File: config.mk
export PLATFORM = sky130hd
export DESIGN_NAME = parking_gate_arbiter_flat
export DESIGN_NICKNAME = d
export VERILOG_FILES = /design/src/rtl/parking_gate_arbiter_pkg.sv /design/src/rtl/parking_gate_arbiter_if.sv /design/src/rtl/parking_gate_arbiter_rr.sv /design/src/rtl/parking_gate_arbiter.sv /design/src/flat_wrapper.sv
export SDC_FILE = /design/constraint.sdc
export NUM_CORES = 1
export LEC_CHECK = 0
export CAP_MARGIN = 20
export CORE_MARGIN = 2
export CORE_UTILIZATION = 55
export DETAILED_ROUTE_END_ITERATION = 8
export PLACE_DENSITY = 0.77
export SYNTH_ARGS = -nofsm -noshare
export SYNTH_HDL_FRONTEND = slang
export SYNTH_HIERARCHICAL = 1
export SYNTH_SLANG_ARGS = --single-unit
File: constraint.sdc
create_clock -name clk -period 2.6 [get_ports clk]
set_input_delay 0.26 -clock clk [delete_from_list [all_inputs] [get_ports clk]]
set_output_delay 0.26 -clock clk [all_outputs]
set_load 0.01 [all_outputs]
File: src/rtl/parking_gate_arbiter_pkg.sv
// Shared types and constants for the parking gate arbiter slice.
package parking_pkg;

    typedef enum logic [1:0] {
        IDLE  = 2'd0,
        PEND  = 2'd1,
        OPEN  = 2'd2,
        CLEAR = 2'd3
    } lane_state_e;

    // Cycles after an entry decision before the next entry may be decided,
    // giving the counter time to update its vacancy flags.
    localparam int ENTRY_HOLDOFF = 2;

    localparam int TOTAL_SPACES     = 700;
    localparam int TOTAL_UNI_SPACES = 500;

endpackage

File: src/rtl/parking_gate_arbiter_if.sv
// Occupancy-update link between the gate arbiter (master) and the parking counter (slave).
interface parking_gate_arbiter_if;

    logic car_entered;
    logic is_uni_car_entered;
    logic car_exited;
    logic is_uni_car_exited;
    logic uni_space_avail;
    logic free_space_avail;

    modport master (
        output car_entered,
        output is_uni_car_entered,
        output car_exited,
        output is_uni_car_exited,
        input  uni_space_avail,
        input  free_space_avail
    );

    modport slave (
        input  car_entered,
        input  is_uni_car_entered,
        input  car_exited,
        input  is_uni_car_exited,
        output uni_space_avail,
        output free_space_avail
    );

endinterface

File: src/rtl/parking_gate_arbiter_rr.sv
// Round-robin picker: one-hot grant starting at the lane after the last advanced grant.
module parking_rr_arbiter #(
    parameter int N = 2
) (
    input  logic         clk,
    input  logic         rst,
    input  logic [N-1:0] req,
    input  logic         advance,
    output logic [N-1:0] grant,
    output logic         valid
);

    localparam int PW = (N > 1) ? $clog2(N) : 1;

    logic [PW-1:0] ptr_q;
    logic [PW-1:0] gidx;
    logic [PW:0]   sum;

    always_comb begin
        grant = '0;
        valid = 1'b0;
        gidx  = '0;
        sum   = '0;
        for (int off = 0; off < N; off++) begin
            sum = {1'b0, ptr_q} + (PW+1)'(off);
            if (sum >= (PW+1)'(N)) sum = sum - (PW+1)'(N);
            if (!valid && req[sum[PW-1:0]]) begin
                valid                = 1'b1;
                grant[sum[PW-1:0]]   = 1'b1;
                gidx                 = sum[PW-1:0];
            end
        end
    end

    always_ff @(posedge clk or posedge rst) begin
        if (rst)
            ptr_q <= '0;
        else if (advance && valid)
            ptr_q <= (gidx == PW'(N-1)) ? '0 : gidx + 1'b1;
    end

endmodule

File: src/rtl/parking_gate_arbiter.sv
// Entry/exit gate sequencer and single-event arbiter for the parking counter.
// Optional deny_count output enabled by macro PARK_DENY_COUNT_EN.
module parking_gate_arbiter
    import parking_pkg::*;
#(
    parameter int N_ENTRY     = 2,
    parameter int N_EXIT      = 2,
    parameter int OPEN_CYCLES = 20,
    parameter int OPEN_W      = 8
) (
    input  logic               clk,
    input  logic               rst,
    input  logic [N_ENTRY-1:0] entry_req,
    input  logic [N_ENTRY-1:0] entry_is_uni,
    input  logic [N_EXIT-1:0]  exit_req,
    input  logic [N_EXIT-1:0]  exit_is_uni,
    parking_gate_arbiter_if.master ctr,
    output logic [N_ENTRY-1:0] entry_gate_open,
    output logic [N_EXIT-1:0]  exit_gate_open,
    output logic [N_ENTRY-1:0] entry_denied,
    output logic               busy
`ifdef PARK_DENY_COUNT_EN
    ,
    output logic [15:0]        deny_count
`endif
);

    lane_state_e               entry_state_q [N_ENTRY];
    lane_state_e               entry_state_d [N_ENTRY];
    logic [OPEN_W-1:0]         entry_cnt_q   [N_ENTRY];
    logic [OPEN_W-1:0]         entry_cnt_d   [N_ENTRY];
    lane_state_e               exit_state_q  [N_EXIT];
    lane_state_e               exit_state_d  [N_EXIT];
    logic [OPEN_W-1:0]         exit_cnt_q    [N_EXIT];
    logic [OPEN_W-1:0]         exit_cnt_d    [N_EXIT];

    logic [N_ENTRY-1:0] entry_cand, entry_grant;
    logic [N_EXIT-1:0]  exit_cand, exit_grant;
    logic               entry_valid, exit_valid;
    logic               entry_decide, entry_ok, entry_no, sel_uni, sel_avail;
    logic [1:0]         holdoff_q;

    logic               car_entered_p1, is_uni_entered_p1;
    logic               car_exited_p1, is_uni_exited_p1;
    logic [N_ENTRY-1:0] entry_denied_p1;

    always_comb begin
        for (int i = 0; i < N_ENTRY; i++)
            entry_cand[i] = (entry_state_q[i] == PEND) && entry_req[i];
        for (int j = 0; j < N_EXIT; j++)
            exit_cand[j] = (exit_state_q[j] == PEND) && exit_req[j];
    end

    parking_rr_arbiter #(.N(N_EXIT)) u_exit_rr (
        .clk     (clk),
        .rst     (rst),
        .req     (exit_cand),
        .advance (exit_valid),
        .grant   (exit_grant),
        .valid   (exit_valid)
    );

    parking_rr_arbiter #(.N(N_ENTRY)) u_entry_rr (
        .clk     (clk),
        .rst     (rst),
        .req     (entry_cand),
        .advance (entry_decide),
        .grant   (entry_grant),
        .valid   (entry_valid)
    );

    // Exits always win the cycle; entries also wait out the holdoff window.
    always_comb begin
        entry_decide = entry_valid && !exit_valid && (holdoff_q == 2'd0);
        sel_uni      = |(entry_grant & entry_is_uni);
        sel_avail    = sel_uni ? ctr.uni_space_avail : ctr.free_space_avail;
        entry_ok     = entry_decide && sel_avail;
        entry_no     = entry_decide && !sel_avail;
    end

    always_ff @(posedge clk or posedge rst) begin
        if (rst) begin
            for (int i = 0; i < N_ENTRY; i++) begin
                entry_state_q[i] <= IDLE;
                entry_cnt_q[i]   <= '0;
            end
            for (int j = 0; j < N_EXIT; j++) begin
                exit_state_q[j] <= IDLE;
                exit_cnt_q[j]   <= '0;
            end
        end else begin
            for (int i = 0; i < N_ENTRY; i++) begin
                entry_state_q[i] <= entry_state_d[i];
                entry_cnt_q[i]   <= entry_cnt_d[i];
            end
            for (int j = 0; j < N_EXIT; j++) begin
                exit_state_q[j] <= exit_state_d[j];
                exit_cnt_q[j]   <= exit_cnt_d[j];
            end
        end
    end

    always_comb begin
        for (int i = 0; i < N_ENTRY; i++) begin
            entry_state_d[i] = entry_state_q[i];
            entry_cnt_d[i]   = entry_cnt_q[i];
            unique case (entry_state_q[i])
                IDLE:  if (entry_req[i]) entry_state_d[i] = PEND;
                PEND: begin
                    if (!entry_req[i]) begin
                        entry_state_d[i] = IDLE;
                    end else if (entry_grant[i] && entry_ok) begin
                        entry_state_d[i] = OPEN;
                        entry_cnt_d[i]   = OPEN_W'(OPEN_CYCLES);
                    end else if (entry_grant[i] && entry_no) begin
                        entry_state_d[i] = CLEAR;
                    end
                end
                OPEN: begin
                    entry_cnt_d[i] = entry_cnt_q[i] - 1'b1;
                    if (entry_cnt_q[i] <= OPEN_W'(1)) entry_state_d[i] = CLEAR;
                end
                CLEAR: if (!entry_req[i]) entry_state_d[i] = IDLE;
                default: entry_state_d[i] = IDLE;
            endcase
        end
        for (int j = 0; j < N_EXIT; j++) begin
            exit_state_d[j] = exit_state_q[j];
            exit_cnt_d[j]   = exit_cnt_q[j];
            unique case (exit_state_q[j])
                IDLE:  if (exit_req[j]) exit_state_d[j] = PEND;
                PEND: begin
                    if (!exit_req[j]) begin
                        exit_state_d[j] = IDLE;
                    end else if (exit_grant[j]) begin
                        exit_state_d[j] = OPEN;
                        exit_cnt_d[j]   = OPEN_W'(OPEN_CYCLES);
                    end
                end
                OPEN: begin
                    exit_cnt_d[j] = exit_cnt_q[j] - 1'b1;
                    if (exit_cnt_q[j] <= OPEN_W'(1)) exit_state_d[j] = CLEAR;
                end
                CLEAR: if (!exit_req[j]) exit_state_d[j] = IDLE;
                default: exit_state_d[j] = IDLE;
            endcase
        end
    end

    always_comb begin
        busy = 1'b0;
        for (int i = 0; i < N_ENTRY; i++) begin
            entry_gate_open[i] = (entry_state_q[i] == OPEN);
            if (entry_state_q[i] != IDLE) busy = 1'b1;
        end
        for (int j = 0; j < N_EXIT; j++) begin
            exit_gate_open[j] = (exit_state_q[j] == OPEN);
            if (exit_state_q[j] != IDLE) busy = 1'b1;
        end
    end

    // Stage p1: registered counter events, one cycle after the decision.
    always_ff @(posedge clk or posedge rst) begin
        if (rst) begin
            car_entered_p1    <= 1'b0;
            is_uni_entered_p1 <= 1'b0;
            car_exited_p1     <= 1'b0;
            is_uni_exited_p1  <= 1'b0;
            entry_denied_p1   <= '0;
            holdoff_q         <= 2'd0;
        end else begin
            car_entered_p1    <= entry_ok;
            is_uni_entered_p1 <= entry_ok && sel_uni;
            car_exited_p1     <= exit_valid;
            is_uni_exited_p1  <= exit_valid && |(exit_grant & exit_is_uni);
            entry_denied_p1   <= entry_no ? entry_grant : '0;
            if (entry_decide)
                holdoff_q <= 2'(ENTRY_HOLDOFF);
            else if (holdoff_q != 2'd0)
                holdoff_q <= holdoff_q - 2'd1;
        end
    end

    assign ctr.car_entered        = car_entered_p1;
    assign ctr.is_uni_car_entered = is_uni_entered_p1;
    assign ctr.car_exited         = car_exited_p1;
    assign ctr.is_uni_car_exited  = is_uni_exited_p1;
    assign entry_denied           = entry_denied_p1;

`ifdef PARK_DENY_COUNT_EN
    logic [15:0] deny_count_q;

    always_ff @(posedge clk or posedge rst) begin
        if (rst)
            deny_count_q <= '0;
        else if (|entry_denied_p1 && deny_count_q != 16'hFFFF)
            deny_count_q <= deny_count_q + 16'd1;
    end

    assign deny_count = deny_count_q;
`endif

endmodule

File: src/flat_wrapper.sv
// flat-port wrapper written by rule: the top's interface ports become plain ports
module parking_gate_arbiter_flat import parking_pkg::*;
#(
    parameter int N_ENTRY     = 2,
    parameter int N_EXIT      = 2,
    parameter int OPEN_CYCLES = 20,
    parameter int OPEN_W      = 8
)
  (clk, rst, entry_req, entry_is_uni, exit_req, exit_is_uni, entry_gate_open, exit_gate_open, entry_denied, busy, ctr_car_entered, ctr_is_uni_car_entered, ctr_car_exited, ctr_is_uni_car_exited, ctr_uni_space_avail, ctr_free_space_avail);
  parking_gate_arbiter_if ctr_i ();
  input  logic clk;
  input  logic rst;
  input  logic [N_ENTRY-1:0] entry_req;
  input  logic [N_ENTRY-1:0] entry_is_uni;
  input  logic [N_EXIT-1:0] exit_req;
  input  logic [N_EXIT-1:0] exit_is_uni;
  output logic [N_ENTRY-1:0] entry_gate_open;
  output logic [N_EXIT-1:0] exit_gate_open;
  output logic [N_ENTRY-1:0] entry_denied;
  output logic busy;
  output wire logic [$bits(ctr_i.car_entered)-1:0] ctr_car_entered;
  output wire logic [$bits(ctr_i.is_uni_car_entered)-1:0] ctr_is_uni_car_entered;
  output wire logic [$bits(ctr_i.car_exited)-1:0] ctr_car_exited;
  output wire logic [$bits(ctr_i.is_uni_car_exited)-1:0] ctr_is_uni_car_exited;
  input wire logic [$bits(ctr_i.uni_space_avail)-1:0] ctr_uni_space_avail;
  input wire logic [$bits(ctr_i.free_space_avail)-1:0] ctr_free_space_avail;
  assign ctr_car_entered = ctr_i.car_entered;
  assign ctr_is_uni_car_entered = ctr_i.is_uni_car_entered;
  assign ctr_car_exited = ctr_i.car_exited;
  assign ctr_is_uni_car_exited = ctr_i.is_uni_car_exited;
  assign ctr_i.uni_space_avail = ctr_uni_space_avail;
  assign ctr_i.free_space_avail = ctr_free_space_avail;
  parking_gate_arbiter #(.N_ENTRY(N_ENTRY), .N_EXIT(N_EXIT), .OPEN_CYCLES(OPEN_CYCLES), .OPEN_W(OPEN_W)) u_core (.clk(clk), .rst(rst), .entry_req(entry_req), .entry_is_uni(entry_is_uni), .exit_req(exit_req), .exit_is_uni(exit_is_uni), .ctr(ctr_i), .entry_gate_open(entry_gate_open), .exit_gate_open(exit_gate_open), .entry_denied(entry_denied), .busy(busy));
endmodule
Yosys cells after proc, flatten, opt, wreduce, memory -nomap -nowiden
Index checks and enable logic that the tools add are counted.
- output and inout port bits: 11
- bits in registers: 50
- reductions and logical operators: 50
- add/subtract/negate cells: 13
- bitwise operators: 4
- equality and inequality tests: 36
- magnitude comparators: 16
- multiplexer cells: 80
- operators by type and width (operator ; number):
    $mux 8 ; 8
    $pmux 8 s2 ; 4
    $mux 2 ; 29
    $le 8x1->1 const B ; 4
    $pmux 2 s4 ; 4
    $sub 8x1->8 const B ; 4
    $mux 1 ; 31
    $ne 2x2->1 const B ; 14
    $logic_and 1x1->1 ; 21
    $reduce_bool 2->1 ; 10
    $eq 2x2->1 const B ; 8
    $reduce_and 4->1 ; 4
    $ne 2x1->1 const B ; 6
    $reduce_and 3->1 ; 4
    $logic_not 2->1 ; 5
    $eq 2x1->1 const B ; 4
    $lt 1x2->1 const B ; 4
    $ne 4x4->1 const B ; 2
    $ne 3x2->1 const B ; 2
    $add 1x1->2 const B ; 2
    $and 2x2->2 ; 2
    $demux 1 s1 ; 4
    $ge 1x1->1 const B ; 4
    $ge 1x2->1 const B ; 2
    7 further kinds ; 17

Longest topological paths before layout
Gate-level depths: netlist (run 1).
- depth after elaboration: 19
- depth in mapped cells: 8
- depth with buffers taken out: 7

Hierarchy
Netlist (run 1), hierarchy kept.
- by module, submodules not included (module ; instances ; seq. area each (µm²) ; cells an instance ; area each (µm²)):
    parking_gate_arbiter ; 1 ; 1201.2 ; 252 ; 2458.6
    parking_rr_arbiter ; 2 ; 25.0 ; 8 ; 65.1

Worst setup path after synthesis (run 1)
OpenSTA, ideal clock, no wires.
- kind: register to register
- start: register (tool-made name)
- end: register u_core/entry_cnt_q[12] (netlist bit)
- data arrival time: 1.963 ns
- path slack: 0.505 ns
- clock period less this slack: 2.095 ns
- cell stages (with the launch flop): 8
- path through: dfrtp_1 > nand3b_1 > inv_1 > a21boi_0 > a22oi_2 > mux2i_1 > nor3_2 > or3_1
- RTL lines (what ; line ; source):
    end signal, assigned by index ; parking_gate_arbiter.sv:94 ; entry_cnt_q[i] <= entry_cnt_d[i];
    end, declared ; parking_gate_arbiter.sv:30 ; logic [OPEN_W-1:0] entry_cnt_q [N_ENTRY];

==> run metrics, run 1 <==
CP Max Fanout=10; via count=1998; fin util=67.8%; critical path capture point type=register; leakage=1.36 nW; commonest cells after routing, fill and taps aside=50 x dfrtp_1, 24 x nand2_1, 22 x clkdlybuf4s50_1, 22 x inv_1, 18 x nor2_1; Die H=approximately 73 µm; Comb power frac=about 33%; DRT iter0 DRCs=90; CTS tree=built; normalized max-slew margin=63.8%; TNS Setup=0 ps; Clk Tree Root Cell=clkbuf_8; # Post-CTS Setup Buffers=0; Slew Viols, Final=0; fin crit period=2140 ps; Ys Warns=6; Port Buffers=22; global-route wire length before repair=8730 µm; Pint=0.00170 W; number of synthesized flops with an enable pin=0; final hold vios=0; drt drc=0; Clock Skews=6.97 ps; Placed Cells=346; largest net degree at the start of global routing=26; fill count=363; number of buffers created by CTS=5; # IOs=23; Arr. time, crit path=2310 ps; #FFs+latches synth=50; H-tree levels=2; DRT Wirelength=4920 µm; Worst setup SP type=register; Crit Path Class=register to register; Required @ worst endpoint=2770 ps; die width=72.6 µm; area grow syn2layout=16.5%; outcome=completed; gr ovfl total=0; Synth Net Count=289; Syn Area/Cell=9.66 µm²; initial core utilization=58.2%; placer congestion estimate=0.810; Max IR drop VDD=0.433 mV; num rows=24; Clk pwr share=17.3%; Hold Buf Count CTS=0; reg2reg path depth=8; Post-CTS Resized=0; HP Class=input port to asynchronous set/reset pin; Worst Setup Slack, final=approximately 460 ps; ratio of cells with drive above 1 in the final layout=8.28%; vias in the first global route=1938; unrepaired setup endpoints after global routing=false; final worst-path cycle share=82.1%; wire per inst=13.9 µm; library cells used by synthesis=48; final number of setup-violating endpoints=0; Worst Max-Slew Pin Slew=542 ps; clock buffer depth=2; max-cap violation count=0; final HPWL from detailed placement=around 3600 µm; most common cell after layout, fill and taps aside=dfrtp_1; Antenna diodes=0; switching part of the total=a little under two fifths; fin cells=~350; Worst-Skew Late Latency=300 ps; Psw=0.00104 W; worst slack, placed=194 ps; sequential area share after synthesis=between 40% and 50%; Routed Antenna Nets=0; 1st-pass router iterations=4; Core ar.=4440 µm²; top_reg_cell synth=dfrtp_1; vias per std cell=5.64; Tot GR Track Use=a little over a fifth; Final Power=0.00274 W; Pwr Density=910 nW/µm²; clock sink total=50; Flop pwr share=49.4%; max frequency=468 MHz; Synth Cell Area=2590 µm²; Clk pin slew, worst setup/hold paths=100 ps; Die ar.=approximately 5300 µm²; antenna violations before repair=0; final net count=322; share of synthesized registers carrying an async set or reset=100%; synthesized instance count=approximately 270
==> worst paths after layout <==
check | slack (ps) | end | from
min in group clk | 480 | u_core/exit_cnt_q[15] | u_core/exit_cnt_q[15]
max in group asynchronous | 1680 | u_core/entry_state_q[2] | rst
worst max register to register | 460 | u_core/entry_cnt_q[5] | register
worst min-delay path | 200 | asynchronous set/reset pin | rst
worst min register to register | 480 | u_core/exit_cnt_q[15] | u_core/exit_cnt_q[15]
worst max-delay path | 460 | u_core/entry_cnt_q[5] | register
==> per-layer routing <==
layer  share of wire [%]  global-route usage [%]  up-vias  routed length, µm
met4                 1.1                    5.76        0                 54
met1                  50                    31.2      942               2480
met2                  45                    31.4       39               2200
met5                   0                       0        -                  0
li1                    -                       -     1012                  -
met3                 3.8                    4.42        5                187
==> cell type report <==
type	instances	area, µm²	area share [%]
clock buffer	6	82.6	2.74
clock inverter	2	12.5	0.415
inverter	25	98.8	3.28
multi-input combinational	188	1200	40.0
sequential	50	1250	41.5
tap	52	65.1	2.16
timing repair buffer	31	300	9.96
==> critical path: stages, from the launching register on <==
cell      delay, ps
dfrtp_1         440
nand3b_1        230
inv_1           130
a21boi_0        300
a22oi_2         140
mux2i_1         170
buf_4           190
nor2_1          260
o211ai_1        140
==> cell usage after synthesis, drive strengths merged (4+ instances only) <==
master	instances	area [µm²]
a21boi	4	30.0
a21oi	14	70.1
a31oi	5	31.3
and3b	5	43.8
buf	5	33.8
dfrtp	50	1250
ha	9	113
inv	23	86.3
mux2i	7	70.1
nand2	25	101
nand2b	6	37.5
nand3	13	65.1
nor2	18	67.6
nor3	9	50.1
nor4	9	56.3
o211ai	5	37.5
o21ai	17	85.1
xor2	4	35.0
==> through the flow <==
step                      hold WS [ps]  cell area, µm²
after detailed placement           469            2920
final                              195            3020
after global routing               188            3020
after floorplan                  -11.3            2590
after CTS                          193            3020
after global placement             461            2920
==> power by group through the flow <==
| stage | combinational, W | sequential (W) | clock (W) |
|---|---|---|---|
| 6_report | 0.000914 | 0.00135 | 0.000475 |
| 2_1_floorplan | 0.000670 | 0.00130 | 0 |
| 4_1_cts | 0.000922 | 0.00135 | 0.000487 |
| 3_3_place_gp | 0.000875 | 0.00135 | 0 |
| 3_5_place_dp | 0.000918 | 0.00136 | 0 |
| 5_1_grt | 0.00105 | 0.00140 | 0.000520 |
==> cells by family (layout without fill, tap and decap cells) <==
kind of cell | count (synthesis) | after routing | synth area share (%)
buffers and inverters | 30 | 64 | 5.12
and+or+nand+nor | 106 | 106 | 23.0
xor gates and xnor gates | 7 | 7 | 2.37
AOI/OAI and AO/OA | 59 | 59 | 14.1
adders and majority gates | 9 | 9 | 4.35
muxes | 7 | 7 | 2.71
DFF | 50 | 50 | 48.3
Power figures use the tool's default switching activity.
==> run 2, diff against run 1 <==
--- a/config.mk
+++ b/config.mk
@@ -7,9 +7,9 @@
 export LEC_CHECK = 0
 export CAP_MARGIN = 20
 export CORE_MARGIN = 2
-export CORE_UTILIZATION = 55
+export CORE_UTILIZATION = 52
 export DETAILED_ROUTE_END_ITERATION = 8
-export PLACE_DENSITY = 0.77
+export PLACE_DENSITY = 0.76
 export SYNTH_ARGS = -nofsm -noshare
 export SYNTH_HDL_FRONTEND = slang
 export SYNTH_HIERARCHICAL = 1
==> constraint.sdc (replaced) <==
create_clock -name clk -period 1.8 [get_ports clk]
set_input_delay 0.18 -clock clk [delete_from_list [all_inputs] [get_ports clk]]
set_output_delay 0.18 -clock clk [all_outputs]
set_load 0.01 [all_outputs]
==> run 2 against run 1 <==
The flow now finishes with violations (negative setup slack). Sequential power rose by 42%. Power rose by 58%. Via count rose by 8.6%. Flip-flop and latch count did not move. Die area rose by 5.4%. Global-route usage rose by 1.4 points. Clock skew fell by 2.4 ps. Core utilization rose by 2.6 points. Clock power rose by 68%. Critical path type unchanged.
==> run metrics, run 2 (synthesis results as in run 1) <==
Clock Skews=4.60 ps (-2.37 ps); DRT iter0 DRCs=114 (+27%); final worst-path cycle share=106% (+23 points); commonest cells after routing, fill and taps aside=50 x dfrtp_1, 35 x buf_4, 23 x nand2_1; number of buffers created by CTS=5 (unchanged); fill count=378 (+4.1%); GRT busiest layer=met2; Flop pwr share=44.4% (-5.0 points); num rows=25 (+4.2%); global-route wire length before repair=9400 µm (+7.7%); H-tree levels=2 (unchanged); fin util=70.4% (+2.6 points); max frequency=526 MHz (+12%); final net count=350 (+8.7%); register area=1250 µm² (unchanged); Final Power=0.00433 W (+58%); Antenna diodes=0 (unchanged); Psw=0.00160 W (+54%); Port Buffers=22 (unchanged); normalized max-slew margin=66.9% (+3.1 points); clock buffer depth=2 (unchanged); violated checks=negative setup slack; Tot GR Track Use=22.4% (+1.4 points); max-cap violation count=0 (unchanged); hold slack=101 ps (-93.9 ps); outcome=finished with violations; Core ar.=4750 µm² (+7.0%); met3 Use GR=4.47% (+0.052 points); gr ovfl total=0 (unchanged); worst slack, placed=-403 ps (-597 ps); initial core utilization=54.4% (-3.8 points); CTS tree=built; final number of setup-violating endpoints=4 (+4); critical path capture point type=register; most common cell after layout, fill and taps aside=dfrtp_1; Crit Path Class=register to register; antenna violations before repair=0 (unchanged); Die ar.=5560 µm² (+5.4%); multi-input logic area=1290 µm² (+7.0%); vias per std cell=5.47 (-3.2%); Worst Setup Slack, final=-100 ps (-565 ps); fin crit period=1900 ps (-235 ps); Clk pwr share=18.4% (+1.1 points); ratio of cells with drive above 1 in the final layout=20.3% (+12 points); die width=74.6 µm (+2.7%); met2 usage=38.5% (+7.1 points); switching part of the total=37.0% (-0.87 points); Die H=74.6 µm (+2.7%); CP Max Fanout=7 (-3); largest net degree at the start of global routing=42 (+62%); Max IR drop VDD=0.912 mV (+110%); Arr. time, crit path=2100 ps (-210 ps); Routed Antenna Nets=0 (unchanged); HP Class=input port to asynchronous set/reset pin; Slew Viols, Final=0 (unchanged); 1st-pass router iterations=4 (unchanged); clock sink total=50 (unchanged); leakage=1.57 nW (+16%); Pint=0.00272 W (+60%); Pwr Density=1290 nW/µm² (+42%); final hold vios=0 (unchanged); area grow syn2layout=29.4%; Clk Tree Root Cell=clkbuf_8; unrepaired setup endpoints after global routing=true; drt drc=0 (unchanged); Required @ worst endpoint=2000 ps (-770 ps); vias in the first global route=2085 (+7.6%); Worst-Skew Late Latency=310 ps (about the same); via count=2170 (+8.6%); # IOs=23 (unchanged); Clk pin slew, worst setup/hold paths=90 ps (about the same); M1 GR Usage=27.7% (-3.5 points); Worst Max-Slew Pin Slew=491 ps (-50.6 ps); placer congestion estimate=0.808 (-0.36%); wire per inst=14.1 µm (+1.1%); final HPWL from detailed placement=3940 µm (+9.5%); Comb power frac=37.2% (+3.9 points); DRT Wirelength=5580 µm (+13%); Worst setup SP type=register
## run 2: cell count changes in the layout (fill, tap and decap cells not counted), sizes merged
cell           before  now
dlygate4sd2         0    2
bufinv              0    1
clkdlybuf4s50      22   17
dlymetal6s2s        0    2
clkdlybuf4s15       0    1
buf                 9   37
clkinv              3    2
## run 2: what timing repair did
item                                    4_1_cts  5_1_grt
resized for setup                            15        7
pin swaps                                     6        7
hold buffers                                  0        0
setup buffers                                 6        0
endpoints found under the setup margin       13       23
## run 2: final timing paths
kind                                                    to  slack [ps]                     from  depth (start not counted)
worst max-delay path                u_core/entry_cnt_q[12]        -100  u_core/entry_state_q[0]                          7
worst min-delay path            asynchronous set/reset pin         100                      rst                          2
worst max register to register      u_core/entry_cnt_q[12]        -100  u_core/entry_state_q[0]                          7
worst min register to register       u_core/exit_cnt_q[14]         480    u_core/exit_cnt_q[14]                          1
max in group asynchronous       asynchronous set/reset pin        1170                      rst                          3
min in group clk                     u_core/exit_cnt_q[14]         480    u_core/exit_cnt_q[14]                          1
## run 2: cell type report
class                      instances  share of cell area [%]
clock buffer                       6                    2.17
tap                               67                    2.50
inverter                          25                    2.95
sequential                        50                    37.4
clock inverter                     2                    1.12
timing repair buffer              59                    15.4
multi-input combinational        188                    38.5
## run 2: per-stage QoR
| stage | std cells | TNS (ps) | instance area [µm²] |
|---|---|---|---|
| after detailed placement | 383 | -5760 | 3130 |
| final | 397 | -147 | 3350 |
| after global placement | 383 | -4650 | 3130 |
| after global routing | 397 | -1890 | 3350 |
| after CTS | 397 | -16.8 | 3320 |
| after floorplan | 268 | -13.1 | 2620 |
## run 2: critical path, stage by stage (launching register included)
cell and delay, ps:
dfrtp_1 390, and3b_2 260, a21boi_4 160, a22oi_2 160
mux2i_1 250, buf_4 210, nor3_4 70, or3_1 300
## run 2: power by group through the flow
| stage | clock [W] | combinational (W) | sequential [W] |
|---|---|---|---|
| after floorplan | 0 | 0.000989 | 0.00188 |
| after CTS | 0.000811 | 0.00159 | 0.00191 |
| final | 0.000796 | 0.00161 | 0.00192 |
| after detailed placement | 0 | 0.00154 | 0.00193 |
| after global routing | 0.000870 | 0.00182 | 0.00198 |
| after global placement | 0 | 0.00149 | 0.00190 |
## run 2: routing by layer
layer / vias to the layer above / routed length (µm)
met1: 1047 / 2470
met3: 12 / 166
li1: 1079 / -
met2: 32 / 2830
met4: 0 / 117
met5: - / 0
==> run 3, diff against run 2 <==
--- a/config.mk
+++ b/config.mk
@@ -5,7 +5,7 @@
 export SDC_FILE = /design/constraint.sdc
 export NUM_CORES = 1
 export LEC_CHECK = 0
-export CAP_MARGIN = 20
+export CAP_MARGIN = 40
 export CORE_MARGIN = 2
 export CORE_UTILIZATION = 52
 export DETAILED_ROUTE_END_ITERATION = 8
==> results of run 3 <==
Final layout, timing and power as in run 2 (identical DEF).
